==> config.mk <==
export PLATFORM = sky130hd
export DESIGN_NAME = keypad_scanner
export DESIGN_NICKNAME = d
export VERILOG_FILES = /design/src/rtl/pet_feeder_pkg.sv /design/src/rtl/keypad_decoder.sv /design/src/rtl/keypad_scanner.sv
export SDC_FILE = /design/constraint.sdc
export NUM_CORES = 1
export LEC_CHECK = 0
export ABC_AREA = 0
export BUFFER_PORTS_ARGS = -buffer_cell sky130_fd_sc_hd__clkbuf_2
export CAP_MARGIN = 20
export CORE_MARGIN = 3
export CORE_UTILIZATION = 61
export CTS_BUF_LIST = sky130_fd_sc_hd__clkbuf_16
export CTS_CLUSTER_SIZE = 20
export DETAILED_ROUTE_END_ITERATION = 10
export PLACE_DENSITY_LB_ADDON = 0.3
export REMOVE_ABC_BUFFERS = 1
export SKIP_CTS_REPAIR_TIMING = 1
export SYNTH_ARGS = -nofsm -noshare
export SYNTH_HDL_FRONTEND = slang
export SYNTH_SLANG_ARGS = --single-unit
export TNS_END_PERCENT = 10
==> constraint.sdc <==
create_clock -name clock -period 3.2 [get_ports clock]
set_input_delay 0.48 -clock clock [delete_from_list [all_inputs] [get_ports clock]]
set_output_delay 0.48 -clock clock [all_outputs]
set_load 0.02 [all_outputs]
==> src/rtl/pet_feeder_pkg.sv <==
// Shared definitions for the pet feeder and its keypad front end:
// option codes, key classes and the scanner state encoding.
package pet_feeder_pkg;

    // Option codes carried on keyboard_option
    localparam logic [2:0] IDLE      = 3'd0;
    localparam logic [2:0] POUR_FOOD = 3'd1;
    localparam logic [2:0] STOP_FOOD = 3'd2;
    localparam logic [2:0] INTERVAL  = 3'd3;
    localparam logic [2:0] RESET     = 3'd4;

    typedef enum logic [1:0] {
        KEY_NONE   = 2'd0,
        KEY_DIGIT  = 2'd1,
        KEY_OPTION = 2'd2
    } key_class_t;

    typedef enum logic [1:0] {
        SCAN         = 2'd0,
        DEBOUNCE     = 2'd1,
        REPORT       = 2'd2,
        WAIT_RELEASE = 2'd3
    } scan_state_t;

    // True when exactly one of the four bits is set
    function automatic logic is_onehot4(input logic [3:0] v);
        return (v != 4'd0) && ((v & (v - 4'd1)) == 4'd0);
    endfunction

    // Index of the set bit of a one-hot nibble (lowest set bit otherwise)
    function automatic logic [1:0] onehot_index4(input logic [3:0] v);
        logic [1:0] idx;
        idx = 2'd0;
        if (v[3]) idx = 2'd3;
        if (v[2]) idx = 2'd2;
        if (v[1]) idx = 2'd1;
        if (v[0]) idx = 2'd0;
        return idx;
    endfunction

endpackage

==> src/rtl/keypad_decoder.sv <==
// Combinational map from (row, column) of a 4x4 keypad to a key class and
// value. Digit keys give 0-9, the letter column and '*' give option codes,
// '#' gives KEY_NONE.
module keypad_decoder
    import pet_feeder_pkg::*;
(
    input  logic [1:0] row,
    input  logic [1:0] col,
    output key_class_t key_class,
    output logic [3:0] value
);

    // Decode the key position
    always_comb begin
        key_class = KEY_DIGIT;
        value     = 4'd0;
        if (col == 2'd3) begin
            key_class = KEY_OPTION;
            case (row)
                2'd0:    value = {1'b0, POUR_FOOD};
                2'd1:    value = {1'b0, STOP_FOOD};
                2'd2:    value = {1'b0, INTERVAL};
                default: value = {1'b0, RESET};
            endcase
        end else if (row == 2'd3) begin
            case (col)
                2'd0: begin
                    key_class = KEY_OPTION;
                    value     = {1'b0, IDLE};
                end
                2'd1: begin
                    key_class = KEY_DIGIT;
                    value     = 4'd0;
                end
                default: begin
                    key_class = KEY_NONE;
                    value     = 4'd0;
                end
            endcase
        end else begin
            // Rows 0-2, columns 0-2 hold digits 1-9 in reading order
            value = ({2'b00, row} * 4'd3) + {2'b00, col} + 4'd1;
        end
    end

endmodule

==> src/rtl/keypad_scanner.sv <==
// 4x4 keypad scanner: drives one column at a time, synchronizes and
// debounces the row returns, and reports each accepted key once as a
// digit or option update with a one-cycle enable.
module keypad_scanner
    import pet_feeder_pkg::*;
#(
    parameter int SCAN_DIV        = 50000,
    parameter int DEBOUNCE_CYCLES = 500000
)
(
    input  logic       clock,
    input  logic       reset,
    input  logic [3:0] kp_rows,
    output logic [3:0] kp_cols,
    output logic [2:0] keyboard_option,
    output logic       option_enable,
    output logic [3:0] keyboard_digit,
    output logic       digit_enable,
    output logic       key_pressed
);

    localparam int DW = $clog2(SCAN_DIV);
    localparam int CW = $clog2(DEBOUNCE_CYCLES + 1);
    localparam logic [DW-1:0] DWELL_LAST = DW'(SCAN_DIV - 1);
    localparam logic [CW-1:0] CNT_LAST   = CW'(DEBOUNCE_CYCLES - 1);

    logic [3:0]    rows_m, rows_s;
    scan_state_t   state, state_next;
    logic [DW-1:0] dwell;
    logic [CW-1:0] cnt;
    logic [1:0]    row_idx, col_idx;
    key_class_t    key_class;
    logic [3:0]    key_value;

    logic dwell_done, row_single, row_match, no_rows, cnt_done;
    logic dwell_clr, dwell_inc, rotate, latch, cnt_clr, cnt_inc;
    logic do_report, do_release;

    assign dwell_done = (dwell == DWELL_LAST);
    assign row_single = is_onehot4(rows_s);
    assign row_match  = (rows_s == (4'b0001 << row_idx));
    assign no_rows    = (rows_s == 4'd0);
    assign cnt_done   = (cnt == CNT_LAST);

    keypad_decoder u_decoder (
        .row       (row_idx),
        .col       (col_idx),
        .key_class (key_class),
        .value     (key_value)
    );

    // Two-flop synchronizer for the asynchronous row returns
    always_ff @(posedge clock or posedge reset) begin
        if (reset) begin
            rows_m <= 4'd0;
            rows_s <= 4'd0;
        end else begin
            rows_m <= kp_rows;
            rows_s <= rows_m;
        end
    end

    // State register
    always_ff @(posedge clock or posedge reset) begin
        if (reset) state <= SCAN;
        else       state <= state_next;
    end

    // Next-state logic
    always_comb begin
        state_next = state;
        case (state)
            SCAN:         if (dwell_done && row_single) state_next = DEBOUNCE;
            DEBOUNCE:     if (!row_match)               state_next = SCAN;
                          else if (cnt_done)            state_next = REPORT;
            REPORT:                                     state_next = WAIT_RELEASE;
            WAIT_RELEASE: if (no_rows && cnt_done)      state_next = SCAN;
            default:                                    state_next = SCAN;
        endcase
    end

    // Per-state actions on counters, column drive and outputs
    always_comb begin
        dwell_clr  = 1'b0;
        dwell_inc  = 1'b0;
        rotate     = 1'b0;
        latch      = 1'b0;
        cnt_clr    = 1'b0;
        cnt_inc    = 1'b0;
        do_report  = 1'b0;
        do_release = 1'b0;
        case (state)
            SCAN: begin
                if (dwell_done) begin
                    dwell_clr = 1'b1;
                    if (row_single) begin
                        latch   = 1'b1;
                        cnt_clr = 1'b1;
                    end else begin
                        rotate = 1'b1;
                    end
                end else begin
                    dwell_inc = 1'b1;
                end
            end
            DEBOUNCE: begin
                if (!row_match) begin
                    dwell_clr = 1'b1;
                    cnt_clr   = 1'b1;
                end else if (cnt_done) begin
                    cnt_clr = 1'b1;
                end else begin
                    cnt_inc = 1'b1;
                end
            end
            REPORT: begin
                do_report = 1'b1;
                cnt_clr   = 1'b1;
            end
            WAIT_RELEASE: begin
                if (!no_rows) begin
                    cnt_clr = 1'b1;
                end else if (cnt_done) begin
                    do_release = 1'b1;
                    rotate     = 1'b1;
                    dwell_clr  = 1'b1;
                    cnt_clr    = 1'b1;
                end else begin
                    cnt_inc = 1'b1;
                end
            end
            default: ;
        endcase
    end

    // Dwell and debounce counters, column rotation, latched key position
    always_ff @(posedge clock or posedge reset) begin
        if (reset) begin
            dwell   <= '0;
            cnt     <= '0;
            kp_cols <= 4'b0001;
            row_idx <= 2'd0;
            col_idx <= 2'd0;
        end else begin
            if (dwell_clr)      dwell <= '0;
            else if (dwell_inc) dwell <= dwell + DW'(1);
            if (cnt_clr)        cnt <= '0;
            else if (cnt_inc)   cnt <= cnt + CW'(1);
            if (rotate)         kp_cols <= {kp_cols[2:0], kp_cols[3]};
            if (latch) begin
                row_idx <= onehot_index4(rows_s);
                col_idx <= onehot_index4(kp_cols);
            end
        end
    end

    // Registered keyboard outputs and one-cycle enables
    always_ff @(posedge clock or posedge reset) begin
        if (reset) begin
            keyboard_option <= IDLE;
            keyboard_digit  <= 4'd0;
            option_enable   <= 1'b0;
            digit_enable    <= 1'b0;
            key_pressed     <= 1'b0;
        end else begin
            option_enable <= 1'b0;
            digit_enable  <= 1'b0;
            if (do_report) begin
                key_pressed <= 1'b1;
                if (key_class == KEY_DIGIT) begin
                    keyboard_digit <= key_value;
                    digit_enable   <= 1'b1;
                end else if (key_class == KEY_OPTION) begin
                    keyboard_option <= key_value[2:0];
                    option_enable   <= 1'b1;
                end
            end else if (do_release) begin
                key_pressed <= 1'b0;
            end
        end
    end

endmodule

==> results.yml, run 1 <==
synth:
  syn_area_per_cell_um2: 10.1
  synthFlopType: "dfrtp_1"
  syn-cell-area_um2: 3410
  yosysWarnings: 0
  ys_types: 58
  yosys-top-cells-area: "dfrtp_1, xor2_1, ha_1, nor2_1, nand3_1"
  synth-seq-cells: 63
  synth_edf_count: 0
  async_flop_share: 1.00
  yosys.area.top_type: "dfrtp_1"
  synth_top_area_frac: 0.456
  synth_cells: 336
  yosysSeqAreaShare: 0.463
grt:
  grt_pass1_vias: 2524
  grt_overflow: 0
  gr-usage-all-layers: 0.237
  grt_max_degree: 64
  antenna_found_initial: 0
  grt_pass1_wl_mm: 11.8
power:
  p_sw_frac: 0.208
  power.switching_uw: 393
  power_density_nw_per_um2: 486
  peakVddDrop_v: 0.000396
  combPwrFrac: 0.017
  intPower_uw: 1490
  cellLeakagePower_uw: 0.00181
  finalPower_uw: 1890
  pwr-share-seq: 0.429
  pwr-share-clk: 0.554
flow_run:
  cap_violations: 0
worst_setup_path:
  cp-end-kind: "flip-flop"
  criticalPathCategory: "flip-flop to flip-flop"
  r2r-end: "dwell[1]"
  worstPathArrival_ps: 2690
  start_kind: "flip-flop"
  reg2reg_slack_ps: 680
  r2r_cells: 7
  r2r-start: "cnt[0]"
  crit_fanout: 16
  required_ps: 3370
sta:
  drv_slew: 0
  worst_pin_slew_ps: 739
  fin_hold_ws_ps: 192
  skew_ps: 3.62
  setup_viol: 0
  rsz0062_at_grt: "false"
  fmax_mhz: 396
  final_hold_viol_count: 0
  period_share: 0.789
  min_period_ps: 2520
  max_slew_margin: 0.507
  setup_tns_ps: 0
drt:
  final_antenna_net_count: 0
  avgViaCountPerCell: 5.94
  vias: 2565
  finalWirelength_mm: 7.04
  drc: 0
  first_iter_violations: 142
  firstDrtPassIters: 5
  wl_per_cell_um: 16.3
floorplanning:
  num_rows: 26
  die_x_um: 80.7
  die_h_um: 80.7
  initial_utilization: 0.650
  io_pins: 20
  core_um2: 5240
  die_area_um2: 6520
cells_and_area:
  final_common_cell: "dfrtp_1"
  drive_gt1_frac: 0.180
  post-route-util: 0.742
  antenna_cells: 0
  finalNetCount: 379
  final_cell_mix: "dfrtp_1, nor2_1, xor2_1, nand3_1, nand2_1"
  syn2layout_area_growth_pct: 14.1
placed_design:
  place.gp.congestion: 0.820
  portBuffers: 19
  dp.final_hpwl_mm: 4.58
outcome:
  outcome: "completed"
clock_tree:
  cts_num_sinks: 63
  clock_latency_ps: 330
  cts_buffer_depth: 2
  h-tree-depth: 3
  cts_root_buf: "clkbuf_16"
  numCtsBuffers: 9
  cts_tree: "built"
  path_clk_slew_ps: 50
hold_path:
  hp-class: "input port to async pin"
## registers in the layout, indices dropped and copies added, names as in the netlist, 2 cells and up, named ones only
register and flops:
col_idx 2, rows_m 4, rows_s 4, dwell 16
keyboard_option 3, row_idx 2, keyboard_digit 4, cnt 19
kp_cols 4
## cell usage after synthesis, types with 9 or more instances
cell type / number
a21oi_1: 10
clkbuf_1: 9
dfrtp_1: 62
ha_1: 14
inv_1: 13
nand2_1: 20
nand3_1: 25
nand4_1: 14
nor2_1: 42
nor3_1: 11
xnor2_1: 10
xor2_1: 29
## cell type report
type / count / area [um^2]
multi-input combinational: 247 / 1720
sequential: 63 / 1580
fill: 372 / 1350
clock buffer: 9 / 225
timing repair buffer: 22 / 130
clock inverter: 7 / 96.3
tap: 70 / 87.6
inverter: 14 / 52.6
## cells by family (layout without fill, tap and decap cells)
| group | after synthesis | after routing | synth area share |
|---|---|---|---|
| AOI/OAI and AO/OA | 38 | 38 | 0.0823 |
| muxes | 10 | 10 | 0.0338 |
| adders and majority gates | 16 | 16 | 0.0632 |
| buffers and inverters | 26 | 52 | 0.0323 |
| DFF | 63 | 63 | 0.463 |
| and+or+nand+nor | 144 | 144 | 0.225 |
| xor gates and xnor gates | 39 | 39 | 0.100 |
## worst max-delay path by stage
stage / startpoint / to / slack (ps) / cells after the start
final: cnt[0] / dwell[1] / 680 / 7
after global routing: cnt[0] / dwell[1] / 420 / 7
after CTS: cnt[0] / dwell[1] / 680 / 7
after detailed placement: cnt[0] / dwell[1] / 740 / 7
after global placement: cnt[0] / dwell[9] / 850 / 7
after floorplan: row_idx[0] / cnt[8] / 790 / 7
## power by group through the flow
stage                     clock network (uW)  registers, uW  logic, uW
after global routing                    1090            810       36.1
after floorplan                            0            822       19.0
after detailed placement                   0            824       32.8
final                                   1050            810       31.4
after global placement                     0            823       31.8
after CTS                               1060            810       32.9
## metal layers
metal  track usage  share of wire
met1         0.295           0.44
met2         0.403           0.51
met3        0.0538          0.035
met4        0.0861          0.017
met5             0              0
## worst max-delay path, stage by stage, from the launching register on
cell	delay, ps
dfrtp_1	390
ha_1	180
and3_1	370
nand3_1	220
nor2_1	230
nand3_1	180
a21oi_2	630
nor2_1	160
## through the flow
step	worst slack, ps	instance area (um^2)	std cells
final	676	3890	432
after CTS	681	3890	432
after global routing	423	3890	432
after global placement	854	3570	416
after floorplan	791	3350	324
after detailed placement	736	3570	416
(Power assumes the default switching activity.)
==> run 2: changes to the inputs <==
- ABC_AREA: 0 -> 1
- CORE_UTILIZATION: 61 -> 62
- clock period: 3.2 -> 2.5 ns (I/O delays scaled with it)
==> run 2 against run 1 <==
Effect of this change:
- largest power group unchanged
- flip-flop and latch count did not move
- power rose by 15%
- combinational power rose by 41%
- sequential share of layout area fell by 4.5 points
- die area rose by 13%
==> results.yml, run 2 <==
outcome:
  outcome: "completed"
worst_setup_path:
  crit_path_end: "keyboard_option[2]"
  crit_fanout: 6
  r2r-end: "keyboard_option[2]"
  r2r_cells: 6
  criticalPathCategory: "flip-flop to flip-flop"
  cp-startpoint: "row_idx[0]"
  cp_num_buf_inv: 1
  worstPathArrival_ps: 2370
  reg2reg_slack_ps: 340
  path_depth: 6
  path_cells: "fa_1 -> inv_1 -> fa_1 -> xor2_1 -> o21ai_0 -> mux2_2"
  r2r-start: "row_idx[0]"
  required_ps: 2710
  cp_slowest_stage_delay_ps: 590
  critPathTopFamily: "adder cells"
  crit_path_frequent_cell: "fa_1"
  cp-end-kind: "flip-flop"
  crit_slowest_cell: "fa_1"
  start_kind: "flip-flop"
cells_and_area:
  fillCellCount: 477
  multi_input_area_um2: 2000
  largest_reg_flops: 19
  final_common_cell: "nand2_1"
  final_cell_mix: "nand2_1, inv_1, nor2_1, dfrtp_1, nand3_1"
  drive_gt1_frac: 0.121
  seq_area_um2: 1580
  post-route-util: 0.722
  instances_no_fill: 647
  syn2layout_area_growth_pct: 10.3
  largest-register: "cnt"
  reg_top3: "cnt (19), dwell (16)"
  finalNetCount: 589
  antenna_cells: 0
synth:
  synth_top_area_frac: 0.391
  yosysWarnings: 0
  syn-cell-area_um2: 3970
  synth-seq-cells: 63
  synthFlopType: "dfrtp_1"
  synth_xor_area_frac: 0.0287
  synthSimpleGateAreaFrac: 0.342
  syn_area_per_cell_um2: 7.30
  synth_mux_area_frac: 0.0170
  yosys-top-cells-count: "nand2_1, inv_1, nor2_1, dfrtp_1, nand3_1"
  ys_types: 38
  synth_edf_count: 0
  yosys-top-cells-area: "dfrtp_1, nand2_1, inv_1, nor2_1, nand3_1"
  synth_top_family_by_area: "simple AND/OR/NAND/NOR gates"
  synth_compound_area_frac: 0.0618
  yosys.area.top_type: "dfrtp_1"
  post-synth-top-count-cell: "nand2_1"
  async_flop_share: 1.00
  synth_cells: 543
  yosysSeqAreaShare: 0.398
  synth-adder-area-share: 0.0543
clock_tree:
  path_clk_slew_ps: 50
  cts_num_sinks: 63
  h-tree-depth: 3
  numCtsBuffers: 9
  cts_tree: "built"
  clock_latency_ps: 330
  cts_buffer_depth: 2
  cts_root_buf: "clkbuf_16"
sta:
  rsz0062_at_grt: "false"
  max_slew_margin: 0.714
  final_hold_viol_count: 0
  skew_ps: 6.18
  drv_slew: 0
  setup_tns_ps: 0
  setup_viol: 0
  worst_pin_slew_ps: 428
  fmax_mhz: 463
  period_share: 0.864
  min_period_ps: 2160
  fin_hold_ws_ps: 84.7
grt:
  antenna_found_initial: 0
  grt_overflow: 0
  gr-usage-all-layers: 0.249
  grt_max_degree: 64
  grt_pass1_wl_mm: 14.8
  grt_pass1_vias: 3330
drt:
  final_antenna_net_count: 0
  avgViaCountPerCell: 5.28
  wl_per_cell_um: 12.7
  first_iter_violations: 195
  finalWirelength_mm: 8.25
  vias: 3418
  firstDrtPassIters: 5
  drc: 0
floorplanning:
  core_um2: 6060
  io_pins: 20
  num_rows: 28
  die_x_um: 86.0
  initial_utilization: 0.654
  die_h_um: 86.0
  die_area_um2: 7390
flow_run:
  cap_violations: 0
placed_design:
  dp.final_hpwl_mm: 5.98
  dp_cells: 631
  portBuffers: 19
  place.gp.congestion: 0.902
power:
  power_density_nw_per_um2: 495
  peakVddDrop_v: 0.000380
  cellLeakagePower_uw: 0.00225
hold_path:
  hp-class: "input port to async pin"
==> run 2: cell types whose count changed after synthesis, sizes merged, moves of 7 or more <==
cell,delta
inv,+68
and3,-10
xnor2,-9
clkbuf,-7
nand2,+145
nor2,+35
a21oi,+8
xor2,-17
nand3,+21
==> run 2: per-layer routing <==
layer,track usage,wire [um],vias to the layer above
li1,-,-,1744
met1,0.327,3760,1580
met2,0.405,3990,84
met3,0.0528,381,10
met4,0.0906,115,0
met5,0,0,-
==> run 2: how the worst min path moves through the flow <==
stage / startpoint / endpoint / slack (ps)
final: reset / cnt[8] / 80
after global routing: reset / cnt[9] / 130
after CTS: reset / cnt[2] / 110
after detailed placement: rows_m[1] / rows_s[1] / 340
after global placement: rows_m[1] / rows_s[1] / 330
after floorplan: rows_m[0] / rows_s[0] / 330
==> run 2: power breakdown <==
part	internal, uW	switching [uW]	leakage [uW]	total (uW)
clock network	651	439	0.000129	1090
logic	12.2	32.2	0.00128	44.4
registers	1030	4.96	0.000844	1030
==> run 2: metrics by stage <==
step                power, uW  worst slack (ps)  instance area (um^2)
finish                   2170               340                  4370
detailed placement       1100               340                  4120
floorplan                1080               462                  3890
global placement         1090               406                  4120
global route             2230               173                  4370
CTS                      2180               335                  4370
==> run 2: logic make-up (layout without fill, tap and decap cells) <==
| family | after synthesis | count (layout) |
|---|---|---|
| and+or+nand+nor | 310 | 310 |
| adders and majority gates | 16 | 16 |
| DFF | 63 | 63 |
| AOI/OAI and AO/OA | 42 | 42 |
| xor gates and xnor gates | 13 | 13 |
| buffers and inverters | 93 | 122 |
| muxes | 6 | 6 |
==> run 2: area by class of cell <==
class	instances	area share
tap	75	0.0215
multi-input combinational	387	0.457
timing repair buffer	22	0.0297
clock buffer	9	0.0515
clock inverter	7	0.00744
inverter	84	0.0727
sequential	63	0.361
==> run 2: worst register-to-register path: cells and delay by family, from the launching register on <==
family	cells	cell delay (ps)
adders and majority gates	2	990
DFF	1	460
muxes	1	280
xor gates and xnor gates	1	140
AOI/OAI and AO/OA	1	110
buffers and inverters	1	60
